--- src/rtl/booth_mul_arbiter_pkg.sv ---
// Shared types and default sizing for the Booth multiplier arbiter.
// FSM encoding and an index-width helper live here.
package booth_mul_arbiter_pkg;

  localparam int DEF_NREQ    = 4;
  localparam int DEF_W       = 8;
  localparam int DEF_TIMEOUT = 32;

  typedef enum logic [1:0] {
    S_IDLE,
    S_ISSUE,
    S_WAIT,
    S_RESP
  } state_e;

  function automatic int idx_w(input int n);
    return (n > 1) ? $clog2(n) : 1;
  endfunction

endpackage

--- src/rtl/booth_mul_arbiter_rr_pick.sv ---
// Combinational round-robin selector: first asserted request
// after ptr_i, wrapping modulo NREQ.
module booth_mul_arbiter_rr_pick
  import booth_mul_arbiter_pkg::*;
#(
  parameter int NREQ = DEF_NREQ,
  parameter int IW   = idx_w(NREQ)
) (
  input  logic [NREQ-1:0] req_i,
  input  logic [IW-1:0]   ptr_i,
  output logic [NREQ-1:0] gnt_o,
  output logic [IW-1:0]   idx_o,
  output logic            any_o
);

  int j;

  always_comb begin
    gnt_o = '0;
    idx_o = '0;
    any_o = 1'b0;
    j     = 0;
    for (int k = 1; k <= NREQ; k++) begin
      j = (int'(ptr_i) + k) % NREQ;
      if (!any_o && req_i[IW'(j)]) begin
        any_o           = 1'b1;
        idx_o           = IW'(j);
        gnt_o[IW'(j)]   = 1'b1;
      end
    end
  end

endmodule

--- src/rtl/booth_mul_arbiter.sv ---
// Round-robin front end sharing one sequential signed multiplier
// among NREQ clients, with a completion watchdog.
module booth_mul_arbiter
  import booth_mul_arbiter_pkg::*;
#(
  parameter int NREQ    = DEF_NREQ,
  parameter int W       = DEF_W,
  parameter int TIMEOUT = DEF_TIMEOUT
) (
  input  logic              clk,
  input  logic              rst,
  input  logic [NREQ-1:0]   req_valid,
  input  logic [NREQ*W-1:0] req_a,
  input  logic [NREQ*W-1:0] req_b,
  output logic [NREQ-1:0]   req_ready,
  output logic [NREQ-1:0]   rsp_valid,
  output logic [2*W-1:0]    rsp_z,
  output logic              rsp_err,
  output logic              busy,
  output logic              mul_start,
  output logic [W-1:0]      mul_x,
  output logic [W-1:0]      mul_y,
  input  logic              mul_valid,
  input  logic [2*W-1:0]    mul_z
);

  localparam int IW = idx_w(NREQ);
  localparam int CW = $clog2(TIMEOUT + 1);

  state_e            state_q, state_d;
  logic [IW-1:0]     rr_ptr_q, rr_ptr_d;
  logic [IW-1:0]     gnt_idx_q, gnt_idx_d;
  logic [NREQ-1:0]   gnt_oh_q, gnt_oh_d;
  logic [W-1:0]      x_q, x_d;
  logic [W-1:0]      y_q, y_d;
  logic [CW-1:0]     cnt_q, cnt_d;
  logic [2*W-1:0]    z_q, z_d;
  logic              err_q, err_d;
  logic              valid_q;

  logic [NREQ-1:0]   pick_gnt;
  logic [IW-1:0]     pick_idx;
  logic              pick_any;
  logic              done;

  booth_mul_arbiter_rr_pick #(
    .NREQ (NREQ),
    .IW   (IW)
  ) u_pick (
    .req_i (req_valid),
    .ptr_i (rr_ptr_q),
    .gnt_o (pick_gnt),
    .idx_o (pick_idx),
    .any_o (pick_any)
  );

  // Only a fresh rising edge counts; a level left over from the
  // previous operation is ignored until it drops.
  assign done = mul_valid & ~valid_q;

  always_comb begin
    state_d   = state_q;
    rr_ptr_d  = rr_ptr_q;
    gnt_idx_d = gnt_idx_q;
    gnt_oh_d  = gnt_oh_q;
    x_d       = x_q;
    y_d       = y_q;
    cnt_d     = cnt_q;
    z_d       = z_q;
    err_d     = err_q;
    req_ready = '0;
    rsp_valid = '0;
    mul_start = 1'b0;
    unique case (state_q)
      S_IDLE: begin
        if (pick_any) begin
          gnt_idx_d = pick_idx;
          gnt_oh_d  = pick_gnt;
          x_d       = req_a[int'(pick_idx)*W +: W];
          y_d       = req_b[int'(pick_idx)*W +: W];
          state_d   = S_ISSUE;
        end
      end
      S_ISSUE: begin
        req_ready = gnt_oh_q;
        mul_start = 1'b1;
        cnt_d     = '0;
        state_d   = S_WAIT;
      end
      S_WAIT: begin
        if (done) begin
          z_d     = mul_z;
          err_d   = 1'b0;
          state_d = S_RESP;
        end else if (cnt_q == CW'(TIMEOUT - 1)) begin
          z_d     = '0;
          err_d   = 1'b1;
          state_d = S_RESP;
        end else begin
          cnt_d = cnt_q + 1'b1;
        end
      end
      S_RESP: begin
        rsp_valid = gnt_oh_q;
        rr_ptr_d  = gnt_idx_q;
        state_d   = S_IDLE;
      end
      default: state_d = S_IDLE;
    endcase
  end

  always_ff @(posedge clk or posedge rst) begin
    if (rst) begin
      state_q   <= S_IDLE;
      rr_ptr_q  <= IW'(NREQ - 1);
      gnt_idx_q <= '0;
      gnt_oh_q  <= '0;
      x_q       <= '0;
      y_q       <= '0;
      cnt_q     <= '0;
      z_q       <= '0;
      err_q     <= 1'b0;
      valid_q   <= 1'b0;
    end else begin
      state_q   <= state_d;
      rr_ptr_q  <= rr_ptr_d;
      gnt_idx_q <= gnt_idx_d;
      gnt_oh_q  <= gnt_oh_d;
      x_q       <= x_d;
      y_q       <= y_d;
      cnt_q     <= cnt_d;
      z_q       <= z_d;
      err_q     <= err_d;
      valid_q   <= mul_valid;
    end
  end

  assign busy    = (state_q != S_IDLE);
  assign mul_x   = x_q;
  assign mul_y   = y_q;
  assign rsp_z   = z_q;
  assign rsp_err = err_q & (state_q == S_RESP);

endmodule

--- config.mk ---
export PLATFORM = sky130hd
export DESIGN_NAME = booth_mul_arbiter
export DESIGN_NICKNAME = d
export VERILOG_FILES = /design/src/rtl/booth_mul_arbiter_pkg.sv /design/src/rtl/booth_mul_arbiter_rr_pick.sv /design/src/rtl/booth_mul_arbiter.sv
export SDC_FILE = /design/constraint.sdc
export NUM_CORES = 1
export LEC_CHECK = 0
export ABC_CLOCK_PERIOD_IN_PS = 4000
export CAP_MARGIN = 30
export CORE_UTILIZATION = 35
export CTS_BUF_LIST = sky130_fd_sc_hd__clkbuf_8
export CTS_CLUSTER_DIAMETER = 80
export DETAILED_ROUTE_END_ITERATION = 16
export DONT_BUFFER_PORTS = 1
export PLACE_DENSITY = 0.5
export SLEW_MARGIN = 20
export SYNTH_ARGS = -nofsm -noshare
export SYNTH_HDL_FRONTEND = slang
export SYNTH_SLANG_ARGS = --single-unit
--- constraint.sdc ---
create_clock -name clk -period 4 [get_ports clk]
set_input_delay 0 -clock clk [delete_from_list [all_inputs] [get_ports clk]]
set_output_delay 0 -clock clk [all_outputs]
set_load 0.02 [all_outputs]
# After elaboration in Yosys (flattened, before gate mapping)
# Cells that the tools add are included.
# totals
regBits,50
inputBits,87
output_inout_bits,43
elab_cells,103
# op_classes
n_addsub,5
n_lt_le_gt_ge,8
n_eq_ne,8
n_shift,2
n_mux,46
n_bitwise,6
reduce_logical,18
# op_table
op,n
indexed part select 32 x 6 -> 8 bit,2
2-to-1 mux 16 bit,2
2-to-1 mux 4 bit,6
2-to-1 mux 1 bit,19
less-than comparator 2 x 4 -> 1 bit (second input constant),4
2-to-1 mux 2 bit,7
2-to-1 mux 6 bit,2
bitwise OR 4 bit,3
case mux 6 bit (2 select lines),1
binary-select mux 1 bit (select 2 bit),4
demux 1 bit (select 2 bit),4
greater-or-equal comparator 2 x 1 -> 1 bit (second input constant),4
case mux 2 bit (4 select lines),1
logical AND 1 bit,7
adder 6 x 1 -> 6 bit (second input constant),1
equality test 6 x 5 -> 1 bit (second input constant),1
!= test 2 bit (second input constant),3
AND reduction 2 bit,3
nonzero test 2 bit,3
adder 2 x 1 -> 2 bit (second input constant),2
adder 2 bit (second input constant),2
equality test 2 bit (second input constant),2
zero test 1 bit,3
!= test 3 bit (second input constant),1
5 further kinds,6

# Longest topological paths before layout
# logic_depth
word_depth,16
mapped_depth,12

# Cells and area by module
# From an unflattened synthesis, not the netlist that was laid out.
# unflattened
hier_cells,239
hier_area_um2,3044.2
# modules_own_cells
mod,n_inst,cells_each,area_per_inst_um2,seq_area_each_um2
booth_mul_arbiter,1,179,2549.9,1253.7
booth_mul_arbiter_rr_pick,1,60,494.2,0.0

# Least setup slack after synthesis
# OpenSTA, ideal clock, no wires.
# synth_path
kind,flip-flop to flip-flop
from,register rr_ptr_q[0]
to,register y_q[7] (netlist: mul_y[7])
setup_ns,0.134
arrival_time_ns,2.719
setup_slack_ns,1.147
stages_incl_launch_ff,12
cell_sequence,dfstp_2 buf_6 inv_2 ha_1 buf_6 mux4_2 o21a_1 o32ai_4 nand2_2 buf_6 a211oi_2 a211oi_2
# synth_via
elab_chain_len,15
word_cells_on_any_way,32
# synth_lines
element,line,text
start: declaration,booth_mul_arbiter.sv:31,"logic [IW-1:0] rr_ptr_q, rr_ptr_d;"
start signal: assignment,booth_mul_arbiter.sv:115,rr_ptr_q <= IW'(NREQ - 1);
start signal: assignment,booth_mul_arbiter.sv:126,rr_ptr_q <= rr_ptr_d;
adder 2 x 1 -> 2 bit,booth_mul_arbiter_rr_pick.sv:24,j = (int'(ptr_i) + k) % NREQ;
binary-select mux 1 bit (select 2 bit),booth_mul_arbiter_rr_pick.sv:25,if (!any_o && req_i[IW'(j)]) begin
2-to-1 mux 1 bit (implied by the code) (2 in series),booth_mul_arbiter_rr_pick.sv:25,
2-to-1 mux 1 bit,booth_mul_arbiter_rr_pick.sv:25,
zero test 1 bit,booth_mul_arbiter_rr_pick.sv:25,
logical AND 1 bit,booth_mul_arbiter_rr_pick.sv:25,
2-to-1 mux 1 bit,booth_mul_arbiter_rr_pick.sv:25,
zero test 1 bit,booth_mul_arbiter_rr_pick.sv:25,
logical AND 1 bit,booth_mul_arbiter_rr_pick.sv:25,
2-to-1 mux 1 bit,booth_mul_arbiter_rr_pick.sv:25,
zero test 1 bit,booth_mul_arbiter_rr_pick.sv:25,
logical AND 1 bit,booth_mul_arbiter_rr_pick.sv:25,
2-to-1 mux 2 bit or 2-to-1 mux 1 bit (tied branches),booth_mul_arbiter_rr_pick.sv:25,
indexed part select 32 x 6 -> 8 bit or AND reduction 2 bit (tied branches),n/a,
end signal: assignment,booth_mul_arbiter.sv:130,y_q <= y_d;
end: declaration,booth_mul_arbiter.sv:35,"logic [W-1:0] y_q, y_d;"
# Parallel ways exist; a longest one is shown, timed or not. The select of a mux whose other input is x is not followed.
# A chain may end at the register's enable or synchronous reset.

# Worst setup path in the final report
# layout_path
from,register rr_ptr_q[0]
to,register x_q[4] (netlist: mul_x[4])
# layout_via
elab_chain_len,15
word_cells_on_any_way,32
# layout_lines
element,line,text
adder 2 x 1 -> 2 bit,booth_mul_arbiter_rr_pick.sv:24,
binary-select mux 1 bit (select 2 bit),booth_mul_arbiter_rr_pick.sv:25,
2-to-1 mux 1 bit (implied by the code) (2 in series),booth_mul_arbiter_rr_pick.sv:25,
2-to-1 mux 1 bit,booth_mul_arbiter_rr_pick.sv:25,
zero test 1 bit,booth_mul_arbiter_rr_pick.sv:25,
logical AND 1 bit,booth_mul_arbiter_rr_pick.sv:25,
2-to-1 mux 1 bit,booth_mul_arbiter_rr_pick.sv:25,
zero test 1 bit,booth_mul_arbiter_rr_pick.sv:25,
logical AND 1 bit,booth_mul_arbiter_rr_pick.sv:25,
2-to-1 mux 1 bit,booth_mul_arbiter_rr_pick.sv:25,
zero test 1 bit,booth_mul_arbiter_rr_pick.sv:25,
logical AND 1 bit,booth_mul_arbiter_rr_pick.sv:25,
2-to-1 mux 2 bit or 2-to-1 mux 1 bit (tied branches),booth_mul_arbiter_rr_pick.sv:25,
indexed part select 32 x 6 -> 8 bit or AND reduction 2 bit (tied branches),n/a,
end signal: assignment,booth_mul_arbiter.sv:118,x_q <= '0;
end signal: assignment,booth_mul_arbiter.sv:129,x_q <= x_d;
end: declaration,booth_mul_arbiter.sv:34,"logic [W-1:0] x_q, x_d;"
# Parallel ways exist; a longest one is shown, timed or not. The select of a mux whose other input is x is not followed.

==> results.json <==
{
  "run_status": "finished with violations",
  "violations": "design-rule violations",
  "unrepaired_setup_endpoints_after_global_routing": "false",
  "syn_area_um2": 3210,
  "first_iter_violations": 155,
  "fp.dieW_um": 97.8,
  "cts.htree.levels": 2,
  "timing.critical_path.required_ps": 4180,
  "synth_fp_nets": 401,
  "synth.top_cell.area_share": 0.374,
  "yosysWarnings": 0,
  "finalHoldViolations": 0,
  "worst_ir_drop_vdd_mv": 0.305,
  "place_hpwl_mm": 5.56,
  "p_leak_nw": 1.63,
  "worst-r2r-setup-slack_ps": 310,
  "asyncSetResetFlopFracSynth": 1.00,
  "count_of_cell_types_in_the_netlist": 55,
  "cts_tree": "yes",
  "p_comb_frac": 0.508,
  "yosys_register_bits": 50,
  "diodes": 0,
  "power.share.clock": 0.128,
  "fmaxAchievable_ghz": 0.271,
  "routed_via_density": 5.62,
  "cts_sinks": 50,
  "clock_latency_ps": 310,
  "grt.total_usage": 0.185,
  "timing.critical_path.arrival_ps": 3870,
  "cp_slowest_cell": "sky130_fd_sc_hd__dfstp_4",
  "cts_made_buffers": 5,
  "clock-skew-final_ps": 7.15,
  "regArea_um2": 1260,
  "areaGrowthSynthToFinish_pct": 25.6,
  "detail_route.wirelength_mm": 8.65,
  "final.setup.tns_ps": 0,
  "synth.largest_area_cell": "sky130_fd_sc_hd__dfrtp_1",
  "n_fill_cell": 817,
  "drtPass1Iterations": 10,
  "drive_above_1_share": 0.142,
  "worst_path_dominant_cell_family": "flip-flops",
  "synth.yosys.seq_area_share": 0.391,
  "grt_overflow_total": 0,
  "area_occupied_by_multi_input_gates_um2": 1780,
  "grt_first_pass_wirelength_mm": 14.2,
  "internal-power_w": 0.00161,
  "clock-root-buffer": "sky130_fd_sc_hd__clkbuf_8",
  "timing_worst_setup_path_type": "flip-flop to flip-flop",
  "synth_enable_flop_cells": 0,
  "die_area_um2": 9560,
  "critPathMaxStageDelay_ps": 760,
  "vias_in_the_first_global_route": 2757,
  "number_of_antenna_violations_at_the_first_check_in_global_routing": 0,
  "power_density_nw_per_um2": 764,
  "fp.coreArea_um2": 8810,
  "pwr-share-seq": 0.364,
  "worst_hold_path_type": "input port to flip-flop",
  "hold-worst-slack_ps": 4.84,
  "total_switching_power_w": 0.00147,
  "design.final.nets": 457,
  "drcViolationCount": 3,
  "cts-root-to-sink-buffers": 2,
  "crit_fanout": 18,
  "maxSlewViolCount": 0,
  "worstPathCellList": "inv_2 -> ha_2 -> mux2_4 -> a2bb2oi_1 -> o2111a_2 -> or2_2 -> mux2i_1 -> dlygate4sd3_1 -> a211oi_1",
  "postPlaceCellArea_um2": 3250,
  "postSynthAreaPerCell_um2": 10.7,
  "grt_max_degree": 51,
  "place_congestion": 0.726,
  "floorplan.io_pins": 130,
  "cp_num_buf_inv": 2,
  "worst_setup_path_start_kind": "flip-flop",
  "worst_setup_hold_path_clk_slew_ps": 100,
  "totalPowerFinal_w": 0.00308,
  "dominantRegCellSynth": "sky130_fd_sc_hd__dfrtp_1",
  "report.final.setup_viol": 0,
  "cap_viol_max_count": 0,
  "switching_share": 0.477,
  "worst-slew-pin-transition_ps": 877,
  "max_slew_margin_vs_limit": 0.414,
  "synthCells": 301,
  "wl_per_cell_um": 18.6,
  "critPathCaptureType": "flip-flop",
  "start_util": 0.364,
  "input_output_buffers": 0,
  "y_dimension_of_the_die_um": 97.8,
  "ant_nets": 0,
  "postLayoutCellArea_um2": 4030,
  "core.rowCount": 34,
  "final.period_utilization": 0.924,
  "period_needed_ps": 3690,
  "vias_after_detailed_routing": 2617,
  "synth_top_area_cells": "sky130_fd_sc_hd__dfrtp_1 37%, sky130_fd_sc_hd__a211oi_2 8.2%, sky130_fd_sc_hd__mux2i_1 6.2%"
}
==> sequential cells by signal, summed over array words and instances (netlist names) <==
register	count
rr_ptr_q	2
mul_y	8
mul_x	8
valid_q	1
gnt_oh_q	4
cnt_q	6
gnt_idx_q	2
err_q	1
rsp_z	16
state_q	2
==> logic make-up after synthesis <==
logic type / count (synthesis) / share of synthesized area
AND/OR/NAND/NOR: 95 / 0.161
AO/OA/AOI/OAI: 86 / 0.243
flip-flops: 50 / 0.391
buffers and inverters: 29 / 0.0550
multiplexers: 25 / 0.0916
adder cells (fa/ha/maj): 13 / 0.0507
XOR/XNOR: 3 / 0.00819
==> final timing paths <==
check                        startpoint           end  cells past startpoint
max reg2reg                 rr_ptr_q[0]      mul_x[4]                      9
min reg2reg                gnt_idx_q[1]  gnt_idx_q[1]                      1
max in group asynchronous           rst         err_q                      2
max                         rr_ptr_q[0]      mul_x[4]                      9
min in group asynchronous           rst     rsp_z[10]                      2
min                           req_b[30]      mul_y[6]                      2
==> power groups by stage <==
stage,Clock [W],Combinational (W),Sequential [W]
6_report,0.000393,0.00156,0.00112
5_1_grt,0.000420,0.00172,0.00115
3_5_place_dp,0,0.00148,0.00112
3_3_place_gp,0,0.00143,0.00113
4_1_cts,0.000398,0.00155,0.00112
2_1_floorplan,0,0.00129,0.00105
==> cells in the mapped netlist, types with 5 or more instances <==
library cell               number
sky130_fd_sc_hd__nor3b_1       17
sky130_fd_sc_hd__clkbuf_1       6
sky130_fd_sc_hd__a211oi_2      21
sky130_fd_sc_hd__nor2_1        29
sky130_fd_sc_hd__buf_6          5
sky130_fd_sc_hd__a211oi_1      12
sky130_fd_sc_hd__nand2_1       14
sky130_fd_sc_hd__mux2i_1       20
sky130_fd_sc_hd__o21ai_0        6
sky130_fd_sc_hd__and2_1         9
sky130_fd_sc_hd__ha_1          13
sky130_fd_sc_hd__a21oi_1        5
sky130_fd_sc_hd__a22o_1        17
sky130_fd_sc_hd__inv_1          8
sky130_fd_sc_hd__dfrtp_1       48
==> through the flow <==
stage | worst slack, ps | cells | util
global placement | 548 | 391 | 0.367
CTS | 217 | 466 | 0.457
global route | 76.6 | 466 | 0.458
floorplan | 1150 | 301 | -
detailed placement | 506 | 392 | 0.369
finish | 306 | 466 | 0.458
==> routing by layer <==
layer  track usage  wire length, um
met5             0                0
met4        0.0420               83
met2         0.322             4280
met1         0.236             3850
met3        0.0401              435
==> cells in the final DEF, fill, tap and decap left out, types with 4 or more instances in the layout <==
master	n
sky130_fd_sc_hd__o21ai_0	6
sky130_fd_sc_hd__and2_1	9
sky130_fd_sc_hd__a221oi_1	4
sky130_fd_sc_hd__mux2i_1	20
sky130_fd_sc_hd__dlygate4sd3_1	66
sky130_fd_sc_hd__a21oi_1	5
sky130_fd_sc_hd__inv_1	7
sky130_fd_sc_hd__a22o_1	17
sky130_fd_sc_hd__nor3b_1	17
sky130_fd_sc_hd__nand3_1	4
sky130_fd_sc_hd__clkbuf_8	5
sky130_fd_sc_hd__a211oi_2	21
sky130_fd_sc_hd__nand2_1	14
sky130_fd_sc_hd__a211oi_1	12
sky130_fd_sc_hd__dfrtp_1	48
sky130_fd_sc_hd__ha_1	12
sky130_fd_sc_hd__nor2_1	29
==> worst reg2reg max path: stages (launching register included) <==
cell                            delay [ps]
sky130_fd_sc_hd__dfstp_4               760
sky130_fd_sc_hd__inv_2                 130
sky130_fd_sc_hd__ha_2                  470
sky130_fd_sc_hd__mux2_4                330
sky130_fd_sc_hd__a2bb2oi_1             150
sky130_fd_sc_hd__o2111a_2              420
sky130_fd_sc_hd__or2_2                 370
sky130_fd_sc_hd__mux2i_1               270
sky130_fd_sc_hd__dlygate4sd3_1         590
sky130_fd_sc_hd__a211oi_1               70
==> area by class of cell <==
type | count | area share
inverters | 9 | 0.00900
flip-flops and latches | 50 | 0.312
multi-input cells | 222 | 0.442
repair buffers | 69 | 0.174
well taps | 108 | 0.0335
clock inverters | 3 | 0.0121
clock buffers | 5 | 0.0171
==> repair_timing <==
| item | in CTS | in global routing |
|---|---|---|
| setup buffers | 0 | 0 |
| endpoints found under the setup margin | 0 | 4 |
| hold buffers | 66 | 0 |
| hold endpoints to repair | 82 | 0 |
| resized for setup | 0 | 2 |
Power figures use the tool's default switching activity.
